[src/rtl/resp_framer.sv]
// Response framer: sends SYNC, cmd, len, payload and XOR checksum to uart_tx one
// byte at a time, with an optional per-byte timeout on the transmitter.
module resp_framer #(
  parameter logic [7:0]  SYNC_BYTE  = 8'hA5,
  parameter int unsigned TX_TIMEOUT = 0
) (
  input  logic        clk,
  input  logic        rst_n,
  input  logic        i_req,
  input  logic [7:0]  i_cmd,
  input  logic [2:0]  i_len,
  input  logic [31:0] i_data,
  input  logic        tx_done,
  output logic        tx_strobe,
  output logic [7:0]  wr_byte,
  output logic        o_busy,
  output logic        o_done,
  output logic        o_err
);

  localparam logic [1:0] S_IDLE   = 2'd0;
  localparam logic [1:0] S_SEND   = 2'd1;
  localparam logic [1:0] S_WAIT   = 2'd2;
  localparam logic [1:0] S_FINISH = 2'd3;

  localparam int unsigned   CW    = (TX_TIMEOUT > 1) ? $clog2(TX_TIMEOUT) : 1;
  localparam logic [CW-1:0] TERM  = CW'((TX_TIMEOUT > 0) ? TX_TIMEOUT - 1 : 0);
  localparam bit            TO_EN = (TX_TIMEOUT > 0);

  logic [1:0]    r_state;
  logic [2:0]    r_idx;
  logic [2:0]    r_len;
  logic [7:0]    r_cmd;
  logic [31:0]   r_data;
  logic [7:0]    r_chk;
  logic [CW-1:0] r_cnt;
  logic          r_tx_strobe;
  logic [7:0]    r_wr_byte;
  logic          r_busy;
  logic          r_done;
  logic          r_err;

  logic [2:0] w_len_clamp;
  logic [2:0] w_len_comp;
  logic [5:0] w_shamt;
  logic [2:0] w_last_idx;
  logic [2:0] w_idx_m3;
  logic [7:0] w_cur_byte;

  assign w_len_clamp = (i_len > 3'd4) ? 3'd4 : i_len;
  assign w_len_comp  = 3'd4 - w_len_clamp;
  // Payload is left-aligned on capture so byte k of the frame is always r_data[31-8k -: 8].
  assign w_shamt     = {w_len_comp, 3'b000};
  assign w_last_idx  = r_len + 3'd3;
  assign w_idx_m3    = r_idx - 3'd3;

  always_comb begin
    w_cur_byte = 8'h00;
    case (r_idx)
      3'd0:    w_cur_byte = SYNC_BYTE;
      3'd1:    w_cur_byte = r_cmd;
      3'd2:    w_cur_byte = {5'b00000, r_len};
      default: begin
        if (r_idx == w_last_idx) begin
          w_cur_byte = r_chk;
        end else begin
          case (w_idx_m3)
            3'd0:    w_cur_byte = r_data[31:24];
            3'd1:    w_cur_byte = r_data[23:16];
            3'd2:    w_cur_byte = r_data[15:8];
            3'd3:    w_cur_byte = r_data[7:0];
            default: w_cur_byte = 8'h00;
          endcase
        end
      end
    endcase
  end

  // Handshake with uart_tx: tx_strobe is a one-cycle pulse with wr_byte valid in that
  // same cycle; the next byte is only offered after a tx_done pulse seen in WAIT.
  always_ff @(posedge clk or negedge rst_n) begin
    if (!rst_n) begin
      r_state     <= S_IDLE;
      r_idx       <= 3'd0;
      r_len       <= 3'd0;
      r_cmd       <= 8'h00;
      r_data      <= 32'h0;
      r_chk       <= 8'h00;
      r_cnt       <= '0;
      r_tx_strobe <= 1'b0;
      r_wr_byte   <= 8'h00;
      r_busy      <= 1'b0;
      r_done      <= 1'b0;
      r_err       <= 1'b0;
    end else begin
      r_tx_strobe <= 1'b0;
      r_done      <= 1'b0;
      r_err       <= 1'b0;
      r_busy      <= (r_state != S_IDLE);
      case (r_state)
        S_IDLE: begin
          if (i_req) begin
            r_cmd   <= i_cmd;
            r_len   <= w_len_clamp;
            r_data  <= i_data << w_shamt;
            r_chk   <= 8'h00;
            r_idx   <= 3'd0;
            r_state <= S_SEND;
          end
        end
        S_SEND: begin
          r_tx_strobe <= 1'b1;
          r_wr_byte   <= w_cur_byte;
          r_cnt       <= '0;
          r_state     <= S_WAIT;
        end
        S_WAIT: begin
          if (tx_done) begin
            if (r_idx == w_last_idx) begin
              r_state <= S_FINISH;
            end else begin
              r_idx <= r_idx + 3'd1;
              // The sync byte stays out of the checksum.
              if (r_idx != 3'd0) begin
                r_chk <= r_chk ^ r_wr_byte;
              end
              r_state <= S_SEND;
            end
          end else if (TO_EN && (r_cnt == TERM)) begin
            r_err   <= 1'b1;
            r_state <= S_IDLE;
          end else begin
            r_cnt <= r_cnt + 1'b1;
          end
        end
        default: begin
          r_done  <= 1'b1;
          r_state <= S_IDLE;
        end
      endcase
    end
  end

  assign tx_strobe = r_tx_strobe;
  assign wr_byte   = r_wr_byte;
  assign o_busy    = r_busy;
  assign o_done    = r_done;
  assign o_err     = r_err;

endmodule

[config.mk]
export PLATFORM = sky130hd
export DESIGN_NAME = resp_framer
export DESIGN_NICKNAME = d
export VERILOG_FILES = /design/src/rtl/resp_framer.sv
export SDC_FILE = /design/constraint.sdc
export NUM_CORES = 1
export LEC_CHECK = 0
export BUFFER_PORTS_ARGS = -buffer_cell sky130_fd_sc_hd__clkbuf_2
export CAP_MARGIN = 20
export CORE_ASPECT_RATIO = 1.2
export CORE_MARGIN = 2
export CORE_UTILIZATION = 51
export DETAILED_ROUTE_END_ITERATION = 16
export GPL_ROUTABILITY_DRIVEN = 0
export PLACE_DENSITY = 0.87
export SYNTH_ARGS = -nofsm -noshare
export SYNTH_HDL_FRONTEND = slang
export SYNTH_SLANG_ARGS = --single-unit
[constraint.sdc]
create_clock -name clk -period 1.9 [get_ports clk]
set_input_delay 0 -clock clk [delete_from_list [all_inputs] [get_ports clk]]
set_output_delay 0 -clock clk [all_outputs]
set_load 0.005 [all_outputs]
After elaboration in Yosys (flattened, before gate mapping)
Cells that the tools add are included.
{"block": "totals", "rom_bits": 0, "mem_count": 0, "ram_bits": 0, "latch_bits": 0, "reg_bits": 67}
{"block": "op_classes", "n_div": 0, "mux": 19, "n_shift": 1, "n_reduce_logical": 11, "n_lt_le_gt_ge": 1, "eq_ne": 12, "multipliers": 0, "n_bitwise": 1, "n_addsub": 4}
{"op": "2-to-1 mux 8 bit", "n": 5}
{"op": "one-hot mux 8 bit (4 select lines)", "n": 1}
{"op": "left shift 32 x 6 -> 32 bit", "n": 1}
{"op": "one-hot mux 8 bit (3 select lines)", "n": 1}
{"op": "one-hot mux 8 bit (2 select lines)", "n": 1}
{"op": "2-to-1 mux 3 bit", "n": 4}
{"op": "== test 3 x 2 -> 1 bit, second input constant", "n": 3}
{"op": "inequality test 2 bit, second input constant", "n": 4}
{"op": "bitwise XOR 8 bit", "n": 1}
{"op": "== test 3 x 1 -> 1 bit, second input constant", "n": 2}
{"op": "logical NOT 3 bit", "n": 2}
{"op": "2-to-1 mux 2 bit", "n": 3}
{"op": "one-hot mux 2 bit (3 select lines)", "n": 1}
{"op": "one-hot mux 3 bit (2 select lines)", "n": 1}
{"op": "AND reduction 5 bit", "n": 1}
{"op": "AND reduction 2 bit", "n": 2}
{"op": "AND reduction 4 bit", "n": 1}
{"op": "nonzero test 2 bit", "n": 2}
{"op": "adder 3 x 1 -> 3 bit, second input constant", "n": 1}
{"op": "adder 3 x 2 -> 3 bit, second input constant", "n": 1}
{"op": "== test 3 bit", "n": 1}
{"op": "greater-than comparator 3 bit, second input constant", "n": 1}
{"op": "nonzero test 3 bit", "n": 1}
{"op": "OR reduction 3 bit", "n": 1}
{"op": "other kinds (6)", "n": 7}

Logic depth before layout (Yosys ltp)
{"block": "logic_depth", "word_depth": 5, "ltp_mapped": 10}

Worst setup path after synthesis
No wires, ideal clock.
{"block": "synth_path", "path_kind": "input to register", "startpoint": "input port i_len[2]", "endpoint": "register r_data[0]", "slack_ps": -9, "required_ps": 1835, "stages": 10, "t_arrival_ps": 1844, "path_cell_list": "nand2b_1 buf_2 clkbuf_1 ha_1 clkbuf_1 or3b_1 buf_2 nor2b_1 buf_4 a22o_1"}
{"block": "synth_between", "elab_chain_len": 4}
{"element": "start: declaration", "line": "11", "rtl": "input logic [2:0] i_len,"}
{"element": "greater-than comparator 3 bit", "line": "50", "rtl": "assign w_len_clamp = (i_len > 3'd4) ? 3'd4 : i_len;"}
{"element": "2-to-1 mux 3 bit (*)", "line": "50"}
{"element": "subtractor 3 bit (*)", "line": "51", "rtl": "assign w_len_comp = 3'd4 - w_len_clamp;"}
{"element": "left shift 32 x 6 -> 32 bit (*)", "line": "105", "rtl": "r_data <= i_data << w_shamt;"}
{"element": "end signal: assignment", "line": "105"}
{"element": "end: declaration", "line": "34", "rtl": "logic [31:0] r_data;"}
Every way passes the cells marked *; elsewhere a longest branch is shown, timed or not.
A chain may end at the register's enable or synchronous reset.

Worst setup path after layout
{"block": "layout_path", "startpoint": "register r_idx[1]", "endpoint": "register r_wr_byte[0], in the netlist wr_byte[0]"}
{"block": "layout_between", "elab_chain_len": 5, "word_cells_on_any_way": 12}
{"element": "start: declaration", "line": "31", "rtl": "logic [2:0] r_idx;"}
{"element": "start signal: assignment", "line": "122", "rtl": "r_idx <= r_idx + 3'd1;"}
{"element": "subtractor 3 x 2 -> 3 bit", "line": "55", "rtl": "assign w_idx_m3 = r_idx - 3'd3;"}
{"element": "== test 3 x 2 -> 1 bit (tied with other cells)", "line": "67", "rtl": "case (w_idx_m3)"}
{"element": "one-hot mux 8 bit (4 select lines)", "line": "67"}
{"element": "2-to-1 mux 8 bit", "line": "64", "rtl": "if (r_idx == w_last_idx) begin"}
{"element": "one-hot mux 8 bit (3 select lines) (*)", "line": "59", "rtl": "case (r_idx)"}
{"element": "end signal: assignment", "line": "113", "rtl": "r_wr_byte <= w_cur_byte;"}
{"element": "end: declaration", "line": "38", "rtl": "logic [7:0] r_wr_byte;"}
Marked as above.

==> flow_metrics.env <==
export IMPL_status="complete, but fails checks"
export IMPL_violations="negative setup slack"
export IMPL_rsz0062_at_grt="true"
export IMPL_cp_required_ns=2.18
export IMPL_syn_inst=379
export IMPL_synth_seq_area_share_pct=44.7
export IMPL_cpPeakStageDelay_ns=0.56
export IMPL_arrival_ns=2.22
export IMPL_avgSynthCellArea_sq_um=9.90
export IMPL_final_util_pct=68.2
export IMPL_most_common_layout_cells="nand2_1 (70), dfrtp_1 (66), clkbuf_2 (56)"
export IMPL_io_pins=59
export IMPL_critical_path_buf_inv_count=2
export IMPL_cpMaxStageDelayCell="or4_4"
export IMPL_grt_pass1_vias=3391
export IMPL_startpoint_type="flop"
export IMPL_grt_use_met1_pct=33.2
export IMPL_dp_cells=529
export IMPL_critPathTopFamily="simple AND/OR/NAND/NOR gates"
export IMPL_drive_above_1_share_pct=28.3
export IMPL_finalPower_mw=7.51
export IMPL_grt_met3_usage_pct=6.47
export IMPL_mappedNetlistArea_sq_um=3750
export IMPL_io_buffers=57
export IMPL_fmax_ghz=0.514
export IMPL_endpoint_kind="flop"
export IMPL_rr_startpoint="r_idx[1]"
export IMPL_critPathKind="reg2reg"
export IMPL_drc=0
export IMPL_start_util_pct=52.2
export IMPL_cts_buffers_inserted=9
export IMPL_insertion_delay_ns=0.36
export IMPL_crit_chain="inv_1, ha_1, nor4_2, buf_4, or4_4, a31oi_4"
export IMPL_synth_nets=433
export IMPL_grt_ovfl_total=0
export IMPL_synthArstFlopShare_pct=100
export IMPL_dieArea_sq_um=8060
export IMPL_endpoint="wr_byte[0]"
export IMPL_setup_violations_final=2
export IMPL_wl_microns=10100
export IMPL_clkTransAtPathRegs_ns=0.08
export IMPL_layout_commonest_cell="nand2_1"
export IMPL_fin_skew_ns=0.0132
export IMPL_cts_sinks=67
export IMPL_ys_warn_count=0
export IMPL_groute_usage_overall_pct=26.6
export IMPL_num_vias=3381
export IMPL_cap_violations=0
export IMPL_worst_slack_ns=-0.0464
export IMPL_die_x_microns=82.3
export IMPL_leakage_nw=2.32
export IMPL_grt_util_met2_pct=43.5
export IMPL_max_vdd_ir_drop_mv=1.00
export IMPL_n_fill_cell=508
export IMPL_vias_per_cell=5.92
export IMPL_root_buffer="clkbuf_8"
export IMPL_htreeDepth=3
export IMPL_cts_tree="done"
export IMPL_hold_class="in2reg"
export IMPL_syn_to_final_growth_pct=30.7
export IMPL_path_depth=6
export IMPL_synth_distinct_cells=46
export IMPL_synth_edff_count=0
export IMPL_firstDrtPassIters=6
export IMPL_grt_pass1_wl_microns=16300
export IMPL_diodes=0
export IMPL_num_rows=34
export IMPL_rr_worst_depth=6
export IMPL_post_drt_wl_per_cell_microns=17.7
export IMPL_hpwl_microns=6870
export IMPL_grt_busiest_layer="met2"
export IMPL_slew_violations=0
export IMPL_grt_max_degree=35
export IMPL_ant_nets=0
export IMPL_fin_setup_tns_ns=-0.0488
export IMPL_startpoint="r_idx[1]"
export IMPL_die_h_microns=97.9
export IMPL_finalCriticalPeriod_ns=1.95
export IMPL_ys_flop_type="dfrtp_1"
export IMPL_r2r_end="wr_byte[0]"
export IMPL_path_max_fanout=8
export IMPL_fin_crit_sh_pct=102
export IMPL_cts_path_max_buffers=2
export IMPL_rrSetupSlack_ns=-0.05
export IMPL_antenna_found_initial=0
export IMPL_nNetsFinal=530
export IMPL_hold_viol=0
export IMPL_fin_cells=571
export IMPL_ys_ff_latch=67
export IMPL_core_area_sq_um=7190
export IMPL_drt_initial_drc_count=242
export IMPL_p_per_area_nw_per_um2=1530
## worst min path at each step
| stage | start | endpoint | slack (ns) | cells after the start |
|---|---|---|---|---|
| floorplan | rst_n | o_busy | -0.30 | 0 |
| global placement | rst_n | o_done | -0.06 | 1 |
| detailed placement | rst_n | o_busy | -0.05 | 1 |
| CTS | i_data[15] | r_data[15] | 0.007 | 3 |
| global route | i_data[15] | r_data[15] | 0.04 | 3 |
| finish | i_data[15] | r_data[15] | 0.01 | 3 |
## worst reg2reg max path, cell delays in order (launching register included)
cell     delay, ns
dfrtp_1       0.46
inv_1         0.12
ha_1          0.28
nor4_2        0.07
buf_4         0.17
or4_4         0.56
a31oi_4       0.20
## Yosys cell counts, drive strengths merged (7+ instances only)
cell    instances  area [sq um]
nor4b           9          93.8
nor2            7          28.8
nand3           9          45.0
buf            13          76.3
a32o            8          80.1
dfrtp          67          1680
nand2          70           263
a22oi          17           128
mux2i          38           380
o21ai          28           140
or2             8          50.1
a22o           19           166
clkbuf         16          60.1
ha              7          87.6
inv            10          37.5
## power breakdown
group,switching (mW),internal (mW),leakage (nW)
Combinational,1.96,1.81,1.35
Clock,0.569,0.600,0.0950
Sequential,0.511,2.06,0.869
Total,3.04,4.47,2.32
## stage by stage
step	hold WS, ns	instance area (sq um)	setup slack (ns)
6_report	0.0110	4900	-0.0464
5_1_grt	0.0376	4900	-0.0740
4_1_cts	0.00666	4830	0.000249
3_5_place_dp	-0.0533	4270	-0.186
3_3_place_gp	-0.0599	4270	-0.0152
2_1_floorplan	-0.296	3750	0.0114
## final cells by class
class	instances	area (sq um)	area share (%)
Multi-Input combinational cell	273	2050	41.9
Sequential cell	67	1680	34.2
Timing Repair Buffer	115	822	16.8
Clock buffer	9	124	2.53
Tap cell	90	113	2.30
Clock inverter	7	68.8	1.40
Inverter	10	41.3	0.842
## sequential cells by signal (all words and copies together) (netlist names), 2 cells and up
register  count
r_data       32
wr_byte       8
r_idx         3
r_state       2
r_chk         8
r_cmd         8
r_len         3
## timing repair
item | in CTS | in global routing
endpoints found under the hold margin | 39 | 0
resized for setup | 15 | 16
hold buffers | 26 | 0
setup buffers | 1 | 2
endpoints found under the setup margin | 10 | 22
pin swaps | 5 | 6
## kinds of logic after synthesis
family                     synth area share, %
xor gates and xnor gates                  1.97
DFF                                       44.7
adders and majority gates                 2.33
AOI/OAI and AO/OA                         18.8
and+or+nand+nor                           17.3
other                                    0.100
muxes                                     10.1
buffers and inverters                     4.64
## routing by layer
metal	up-vias	part of all wire (%)
met3	30	7.2
met2	152	51
met4	0	2.3
met5	-	0
li1	1567	-
met1	1632	39
Note: power is estimated with default switching activity, not from simulation.
